`config.mk`:
```
export PLATFORM = sky130hd
export DESIGN_NAME = uart_rx_param
export DESIGN_NICKNAME = d
export VERILOG_FILES = /design/src/rtl/uart_rx_param.sv
export SDC_FILE = /design/constraint.sdc
export NUM_CORES = 1
export LEC_CHECK = 0
export CAP_MARGIN = 20
export CORE_MARGIN = 5
export CORE_UTILIZATION = 35
export CTS_CLUSTER_DIAMETER = 30
export DETAILED_ROUTE_END_ITERATION = 10
export GPL_TIMING_DRIVEN = 1
export PLACE_DENSITY = 0.57
export SLEW_MARGIN = 15
export SYNTH_ARGS = -nofsm -noshare
export SYNTH_HDL_FRONTEND = slang
export SYNTH_SLANG_ARGS = --single-unit
```
`constraint.sdc`:
```
create_clock -name clk -period 4.13 [get_ports clk]
set_clock_uncertainty 0.05 [all_clocks]
set_input_delay 0.826 -clock clk [delete_from_list [all_inputs] [get_ports clk]]
set_output_delay 0.826 -clock clk [all_outputs]
set_load 0.01 [all_outputs]
```
`src/rtl/uart_rx_param.sv`:
```
// Parametrised UART receiver (data width, parity, stop bits) with a show-ahead output FIFO.
// Define UART_RX_MAJORITY_EN for 2-of-3 majority sampling around each mid-bit point.
module uart_rx_param #(
  parameter int CLKS_PER_BIT = 434,
  parameter int DATA_BITS    = 8,
  parameter int PARITY_MODE  = 0,
  parameter int STOP_BITS    = 1,
  parameter int FIFO_DEPTH   = 16
) (
  input  logic                          clk,
  input  logic                          reset,
  input  logic                          rxd,
  output logic [DATA_BITS-1:0]          rx_data,
  output logic                          rx_frame_err,
  output logic                          rx_parity_err,
  output logic                          rx_valid,
  input  logic                          rx_ready,
  output logic                          overrun,
  input  logic                          ovr_clr,
  output logic [$clog2(FIFO_DEPTH):0]   fifo_count
);
  localparam int CW = $clog2(CLKS_PER_BIT + 1);
  localparam int BW = $clog2(DATA_BITS + 1);
  localparam int PW = $clog2(FIFO_DEPTH);
  localparam int EW = DATA_BITS + 2;
`ifdef UART_RX_MAJORITY_EN
  localparam int MAJ = 1;
`else
  localparam int MAJ = 0;
`endif
  localparam logic [CW-1:0] START_END = CW'((CLKS_PER_BIT - 1) / 2 + MAJ);
  localparam logic [CW-1:0] BIT_END   = CW'(CLKS_PER_BIT - 1);
  localparam logic [BW-1:0] LAST_DATA = BW'(DATA_BITS - 1);
  localparam logic [BW-1:0] LAST_STOP = BW'(STOP_BITS - 1);
  localparam logic [PW:0]   DEPTH_C   = (PW + 1)'(FIFO_DEPTH);

  typedef enum logic [2:0] {IDLE, START, DATA, PARITY, STOP, PUSH, WAIT_HIGH} state_t;

  state_t                state_q, state_d;
  logic                  sync1_q, sync1_d, rxs_q, rxs_d;
  logic [CW-1:0]         clk_count_q, clk_count_d;
  logic [BW-1:0]         bit_index_q, bit_index_d;
  logic [DATA_BITS-1:0]  shift_q, shift_d;
  logic                  par_err_q, par_err_d, frm_err_q, frm_err_d;
  logic [PW-1:0]         wr_ptr_q, wr_ptr_d, rd_ptr_q, rd_ptr_d;
  logic [PW:0]           count_q, count_d;
  logic                  overrun_q, overrun_d;
  logic [EW-1:0]         mem [FIFO_DEPTH];
  logic                  sample, push, pop, full, wr_en;
  logic [EW-1:0]         head;

`ifdef UART_RX_MAJORITY_EN
  // hist_q[0] holds the previous rxs (mid), hist_q[1] the one before (mid-1).
  logic [1:0] hist_q, hist_d;
  assign hist_d = {hist_q[0], rxs_q};
  assign sample = (hist_q[1] & hist_q[0]) | (hist_q[1] & rxs_q) | (hist_q[0] & rxs_q);
  always_ff @(posedge clk or negedge reset) begin
    if (!reset) hist_q <= 2'b11;
    else        hist_q <= hist_d;
  end
`else
  assign sample = rxs_q;
`endif

  assign sync1_d = rxd;
  assign rxs_d   = sync1_q;

  always_comb begin
    state_d     = state_q;
    clk_count_d = clk_count_q;
    bit_index_d = bit_index_q;
    shift_d     = shift_q;
    par_err_d   = par_err_q;
    frm_err_d   = frm_err_q;
    case (state_q)
      IDLE: begin
        clk_count_d = '0;
        bit_index_d = '0;
        if (!rxs_q) state_d = START;
      end
      START: begin
        if (clk_count_q == START_END) begin
          clk_count_d = '0;
          par_err_d   = 1'b0;
          frm_err_d   = 1'b0;
          state_d     = sample ? IDLE : DATA;
        end else clk_count_d = clk_count_q + CW'(1);
      end
      DATA: begin
        if (clk_count_q == BIT_END) begin
          clk_count_d = '0;
          shift_d     = {sample, shift_q[DATA_BITS-1:1]};
          if (bit_index_q == LAST_DATA) begin
            bit_index_d = '0;
            state_d     = (PARITY_MODE != 0) ? PARITY : STOP;
          end else bit_index_d = bit_index_q + BW'(1);
        end else clk_count_d = clk_count_q + CW'(1);
      end
      PARITY: begin
        if (clk_count_q == BIT_END) begin
          clk_count_d = '0;
          par_err_d   = (PARITY_MODE == 1) ? ~((^shift_q) ^ sample) : ((^shift_q) ^ sample);
          state_d     = STOP;
        end else clk_count_d = clk_count_q + CW'(1);
      end
      STOP: begin
        if (clk_count_q == BIT_END) begin
          clk_count_d = '0;
          if (!sample) frm_err_d = 1'b1;
          if (bit_index_q == LAST_STOP) begin
            bit_index_d = '0;
            state_d     = PUSH;
          end else bit_index_d = bit_index_q + BW'(1);
        end else clk_count_d = clk_count_q + CW'(1);
      end
      PUSH:      state_d = frm_err_q ? WAIT_HIGH : IDLE;
      WAIT_HIGH: if (rxs_q) state_d = IDLE;
      default:   state_d = IDLE;
    endcase
  end

  // A push onto a full FIFO only lands if the head is popped in the same cycle.
  assign rx_valid = (count_q != '0);
  assign full     = (count_q == DEPTH_C);
  assign pop      = rx_valid & rx_ready;
  assign push     = (state_q == PUSH);
  assign wr_en    = push & (~full | pop);

  always_comb begin
    wr_ptr_d  = wr_en ? wr_ptr_q + PW'(1) : wr_ptr_q;
    rd_ptr_d  = pop ? rd_ptr_q + PW'(1) : rd_ptr_q;
    count_d   = count_q;
    if (wr_en && !pop)      count_d = count_q + (PW + 1)'(1);
    else if (!wr_en && pop) count_d = count_q - (PW + 1)'(1);
    overrun_d = (push & full & ~pop) | (overrun_q & ~ovr_clr);
  end

  always_ff @(posedge clk or negedge reset) begin
    if (!reset) begin
      sync1_q     <= 1'b1;
      rxs_q       <= 1'b1;
      state_q     <= IDLE;
      clk_count_q <= '0;
      bit_index_q <= '0;
      par_err_q   <= 1'b0;
      frm_err_q   <= 1'b0;
      wr_ptr_q    <= '0;
      rd_ptr_q    <= '0;
      count_q     <= '0;
      overrun_q   <= 1'b0;
    end else begin
      sync1_q     <= sync1_d;
      rxs_q       <= rxs_d;
      state_q     <= state_d;
      clk_count_q <= clk_count_d;
      bit_index_q <= bit_index_d;
      par_err_q   <= par_err_d;
      frm_err_q   <= frm_err_d;
      wr_ptr_q    <= wr_ptr_d;
      rd_ptr_q    <= rd_ptr_d;
      count_q     <= count_d;
      overrun_q   <= overrun_d;
    end
  end

  always_ff @(posedge clk) begin
    shift_q <= shift_d;
    if (wr_en) mem[wr_ptr_q] <= {par_err_q, frm_err_q, shift_q};
  end

  // Head is forced to zero while empty so outputs match their reset values.
  assign head          = mem[rd_ptr_q];
  assign rx_data       = rx_valid ? head[DATA_BITS-1:0] : '0;
  assign rx_frame_err  = rx_valid & head[DATA_BITS];
  assign rx_parity_err = rx_valid & head[DATA_BITS+1];
  assign overrun       = overrun_q;
  assign fifo_count    = count_q;
endmodule

```
# ---- After elaboration in Yosys (flattened, before gate mapping)
# Memory sizes are Yosys's and may differ from the RTL's.
# Index checks and enable logic that the tools add are counted.
dict set report op_classes {
  bitwise_logic 13
  n_eq_ne 19
  n_mux 30
  n_addsub 6
  n_reduce_logical 19
}
# operator count
set op_table {}
lappend op_table {{$mux 3} 9}
lappend op_table {{$pmux 9 s3} 1}
lappend op_table {{$pmux 3 s7} 1}
lappend op_table {{$mux 9} 2}
lappend op_table {{$ne 2x2->1 const B} 9}
lappend op_table {{$mux 4} 4}
lappend op_table {{$add 4x1->4 const B} 3}
lappend op_table {{$pmux 4 s3} 1}
lappend op_table {{$mux 5} 2}
lappend op_table {{$add 9x1->9 const B} 1}
lappend op_table {{$eq 3x3->1 const B} 3}
lappend op_table {{$eq 9x8->1 const B} 1}
lappend op_table {{$eq 9x9->1 const B} 1}
lappend op_table {{$mux 8} 1}
lappend op_table {{$reduce_and 8->1} 1}
lappend op_table {{$reduce_xor 8->1} 1}
lappend op_table {{$and 1x1->1} 7}
lappend op_table {{$eq 3x2->1 const B} 2}
lappend op_table {{$mux 1} 6}
lappend op_table {{$reduce_and 3->1} 2}
lappend op_table {{$reduce_bool 2->1} 3}
lappend op_table {{$reduce_bool 3->1} 2}
lappend op_table {{$add 5x1->5 const B} 1}
lappend op_table {{$eq 5x5->1 const B} 1}
lappend op_table {{16 further kinds} 22}
dict set report word_totals {
  elab_cells 100
  register_bits 42
  output_inout_bits 17
  mem_bits_rw 160
  in_bits 5
  memories 1
}
# name depth word_bits read_ports rd_clocked_by_memory_dff wr line
set memory_table {}
lappend memory_table {mem 16 10 1 0 1 48} ;# logic [EW-1:0] mem [FIFO_DEPTH];

# ---- Depth between registers and ports, before layout
dict set report logic_depth {
  depth_word 8
  depth_mapped 13
  mapped_depth_nobuf 12
}

# ---- Least setup slack after synthesis
# Ideal clock, no wire load.
dict set report synth_timing {
  path_type {input port to flip-flop}
  startpoint {input rx_ready}
  endpoint {register count_q[4] (netlist: fifo_count[4])}
  setup_ns 0.079
  stages 11
  n_path_buf 1
  setup_slack_ns 1.273
  required_ns 4.001
  t_arrival_ns 2.728
  path_cell_list {nand3b_1 nor2b_1 buf_2 ha_1 inv_1 ha_1 nor2b_1 o21a_1 or3_1 a21oi_1 xor2_1}
}
dict set report synth_via {
  elab_chain_len 6
  elab_cells_between_ends 9
  classes_between {mux (1); bitwise (3); reduce/logical (5)}
}
# element line
set synth_rtl {}
lappend synth_rtl {{start, declared} 17} ;# input logic rx_ready,
lappend synth_rtl {{$and 1x1->1 *} 125} ;# assign pop = rx_valid & rx_ready;
lappend synth_rtl {{$or 1x1->1 *} 127} ;# assign wr_en = push & (~full | pop);
lappend synth_rtl {{$and 1x1->1 *} 127}
lappend synth_rtl {{named net wr_en} 49} ;# logic sample, push, pop, full, wr_en;
lappend synth_rtl {{$logic_not 1->1} 134} ;# else if (!wr_en && pop) count_d = count_q - (PW + 1)'(1);
lappend synth_rtl {{$logic_and 1x1->1} 134}
lappend synth_rtl {{$reduce_bool 2->1 (no line)} n/a}
lappend synth_rtl {{end signal, assigned} 161} ;# count_q <= count_d;
lappend synth_rtl {{end, declared} 46} ;# logic [PW:0] count_q, count_d;
# The timed path passes the listed nets; every way through them passes the cells marked *.
# A chain may end at the register's enable or synchronous reset.

# ---- Final worst setup path
dict set report layout_timing {
  startpoint {register rd_ptr_q[0]}
  endpoint {output rx_data[7]}
}
dict set report layout_via {
  elab_chain_len 2
}
# element line
set layout_rtl {}
lappend layout_rtl {{start, declared} 45} ;# logic [PW-1:0] wr_ptr_q, wr_ptr_d, rd_ptr_q, rd_ptr_d;
lappend layout_rtl {{start signal, assigned} 160} ;# rd_ptr_q <= rd_ptr_d;
lappend layout_rtl {{$mem_v2 16x10} n/a}
lappend layout_rtl {{$mux 8} 173} ;# assign rx_data = rx_valid ? head[DATA_BITS-1:0] : '0;
lappend layout_rtl {{end, declared} 13} ;# output logic [DATA_BITS-1:0] rx_data,
# Every way passes these cells.

==> out/results.tsv <==
metric	value	unit
run status	complete, no violations	
ANT cells	0	
fin area	10630	µm²
synthesis warning total	0	
Netlist cell types	49	
final hold violations	0	
Max-Cap Viols	0	
type of the worst setup path	flop to primary output	
dominant synthesized flop cell	edfxtp_1	
post-route ant nets	0	
Slew @ Worst Pin	0.8165	ns
critical path required time	3.25	ns
via/cell ratio	5.127	
Mean Syn Cell Area	17.47	µm²
number of synthesized flops with an enable pin	168	
Achievable Freq	0.2571	GHz
fillers	2141	
worst reg2reg setup slack	0.89	ns
DR pass1 iterations	5	
Max VDD drop	315.5	µV
Placed Area	9231	µm²
Max Root-Sink Buffers	3	
commonest non-fill, non-tap cell in the layout	edfxtp_1	
R2R depth	13	
# clock sinks	202	
layout cell share with drive strength beyond 1	0.2598	
Vias	4681	
hold path depth	0	
hold_ws	0.3074	ns
Tmin final	3.889	ns
global-route wire length before repair	29600	µm
area leader, netlist	edfxtp_1	
WHS Endpoint	rxs_q	
area delta synth->final	25.21	%
PD cells	653.3	nW/µm²
cell count after synthesis	486	
initial antenna violation count	1	
gr usage total	0.1389	
fin crit share	0.9416	
met2 WL	8731	µm
sequential area share after synthesis	0.6946	
crit path launch type	flop	
H-tree Lvls	2	
Min-Delay Path Class	flop to flop	
Remaining Overflow, GRT	0	
vias in the first global route	5050	
R2R Path Start	fifo_count[1]	
gpl congestion	0.8141	
max-slew violations	0	
Crit Path Max Fanout	16	
clock root cell	clkbuf_16	
RSZ-0062 raised after global routing	no	
die footprint	27480	µm²
Total Neg Setup Slack	0	ns
largest net degree at the start of global routing	35	
Post-Syn Area	8492	µm²
initial drt markers	365	
Worst-path clk slew	0.05	ns
starting density of the core	0.3523	
most frequent cells in the layout	168 x edfxtp_1, 50 x mux4_2, 45 x clkbuf_16, 30 x dfrtp_1, 26 x nand2_1	
Skew-Pair Late Insertion Delay	0.51	ns
WP data arrival	3.01	ns
nets@finish	577	
Crit. End Element	primary output	
DP HPWL	11350	µm
Post-Syn Nets	507	
port buffer count	21	
Avg WL per Cell	20.47	µm
CTS Buf Count	42	
Synth top area share	0.5941	
final setup fails	0	
# DRC	0	
die span in x	165.8	µm
CTS tree	built	
leakage power	3.769	nW
I/O Pins	22	
# rows	57	
Max Used Layer	met4	
Core Region	24110	µm²
Async S/R FF share, synth	0.1683	
post-CTS setup buffer count	0	
drt total wl	18690	µm
Slew HR	0.4557	
HP Start	rxs_d	
Met1 Routed Length	8320	µm
Yosys reg bits	202	
synth top area cells	edfxtp_1 59%, mux4_2 13%, dfrtp_1 9.4%	
reg-to-reg critical path endpoint	fifo_count[4]	
met3 wire len	1059	µm
die height	165.8	µm
## stage by stage
step	power, mW	setup WS [ns]	utilization	instances
final	6.947	0.2411	0.4411	913
after global routing	7.247	0.09894	0.4411	913
after CTS	7.036	0.04705	0.4410	913
after detailed placement	3.750	0.5913	0.3830	836
after global placement	3.731	0.6044	0.3830	836
after floorplan	3.263	1.273	-	486
## area by class of cell
cell class | count | area (µm²) | area share
Sequential cell | 202 | 5903 | 0.5552
Multi-Input combinational cell | 244 | 2409 | 0.2265
Clock buffer | 50 | 1145 | 0.1077
Timing Repair Buffer | 49 | 452.9 | 0.04260
Tap cell | 324 | 405.4 | 0.03813
Clock inverter | 27 | 254.0 | 0.02389
Inverter | 17 | 63.81 | 0.006001
## Yosys cell counts, types with 8 or more instances
library cell / count
and2_1: 12
nor2_1: 16
o21ai_0: 19
xnor2_1: 16
nand2_1: 26
ha_1: 15
mux4_2: 50
inv_1: 17
a21oi_1: 8
clkbuf_1: 13
edfxtp_1: 168
nand2b_1: 11
dfrtp_1: 32
## logic make-up after synthesis
kind of cell,after synthesis,synth area share
buffers and inverters,40,0.02181
adder cells (fa/ha/maj),16,0.02446
flip-flops,202,0.6946
XOR/XNOR,20,0.02063
multiplexers,50,0.1326
AO/OA/AOI/OAI,52,0.04008
AND/OR/NAND/NOR,106,0.06586
## timing repair
action | 4_1_cts | 5_1_grt
hold buffers | 0 | 0
resized for setup | 0 | 1
endpoints found under the setup margin | 0 | 8
## worst max path at each step
stage           startpoint             to  depth (start not counted)
5_1_grt        rd_ptr_q[0]     rx_data[7]                          5
2_1_floorplan     rx_ready  fifo_count[4]                         11
4_1_cts        rd_ptr_q[0]     rx_data[7]                          5
6_report       rd_ptr_q[0]     rx_data[7]                          5
3_5_place_dp      rx_ready  fifo_count[4]                         12
3_3_place_gp   rd_ptr_q[0]     rx_data[7]                          5
## layer usage
metal,vias to the layer above,global-route usage
met2,154,0.2143
li1,2062,-
met5,-,0
met3,41,0.02928
met4,0,0.05560
met1,2424,0.1937
## worst max-delay path, stage by stage, from the launching register on
cell	delay, ns
dfrtp_4	0.65
buf_12	0.22
mux4_2	0.52
mux4_2	0.47
and2_1	0.17
clkdlybuf4s50_1	0.47
## state kept, by name, indices dropped and copies added, names as in the netlist
register,cells
bit_index_q,4
par_err_q,1
rxs_d,1
rd_ptr_q,4
clk_count_q,9
mem,160
wr_ptr_q,4
rxs_q,1
overrun,1
frm_err_q,1
fifo_count,5
shift_q,8
state_q,3
## power by group
group | total (mW) | internal (mW) | switching (mW)
registers | 2.36 | 2.24 | 0.124
clock network | 3.26 | 2.22 | 1.04
logic | 1.33 | 0.797 | 0.529
total | 6.95 | 5.25 | 1.69
Note: power is estimated with default switching activity, not from simulation.
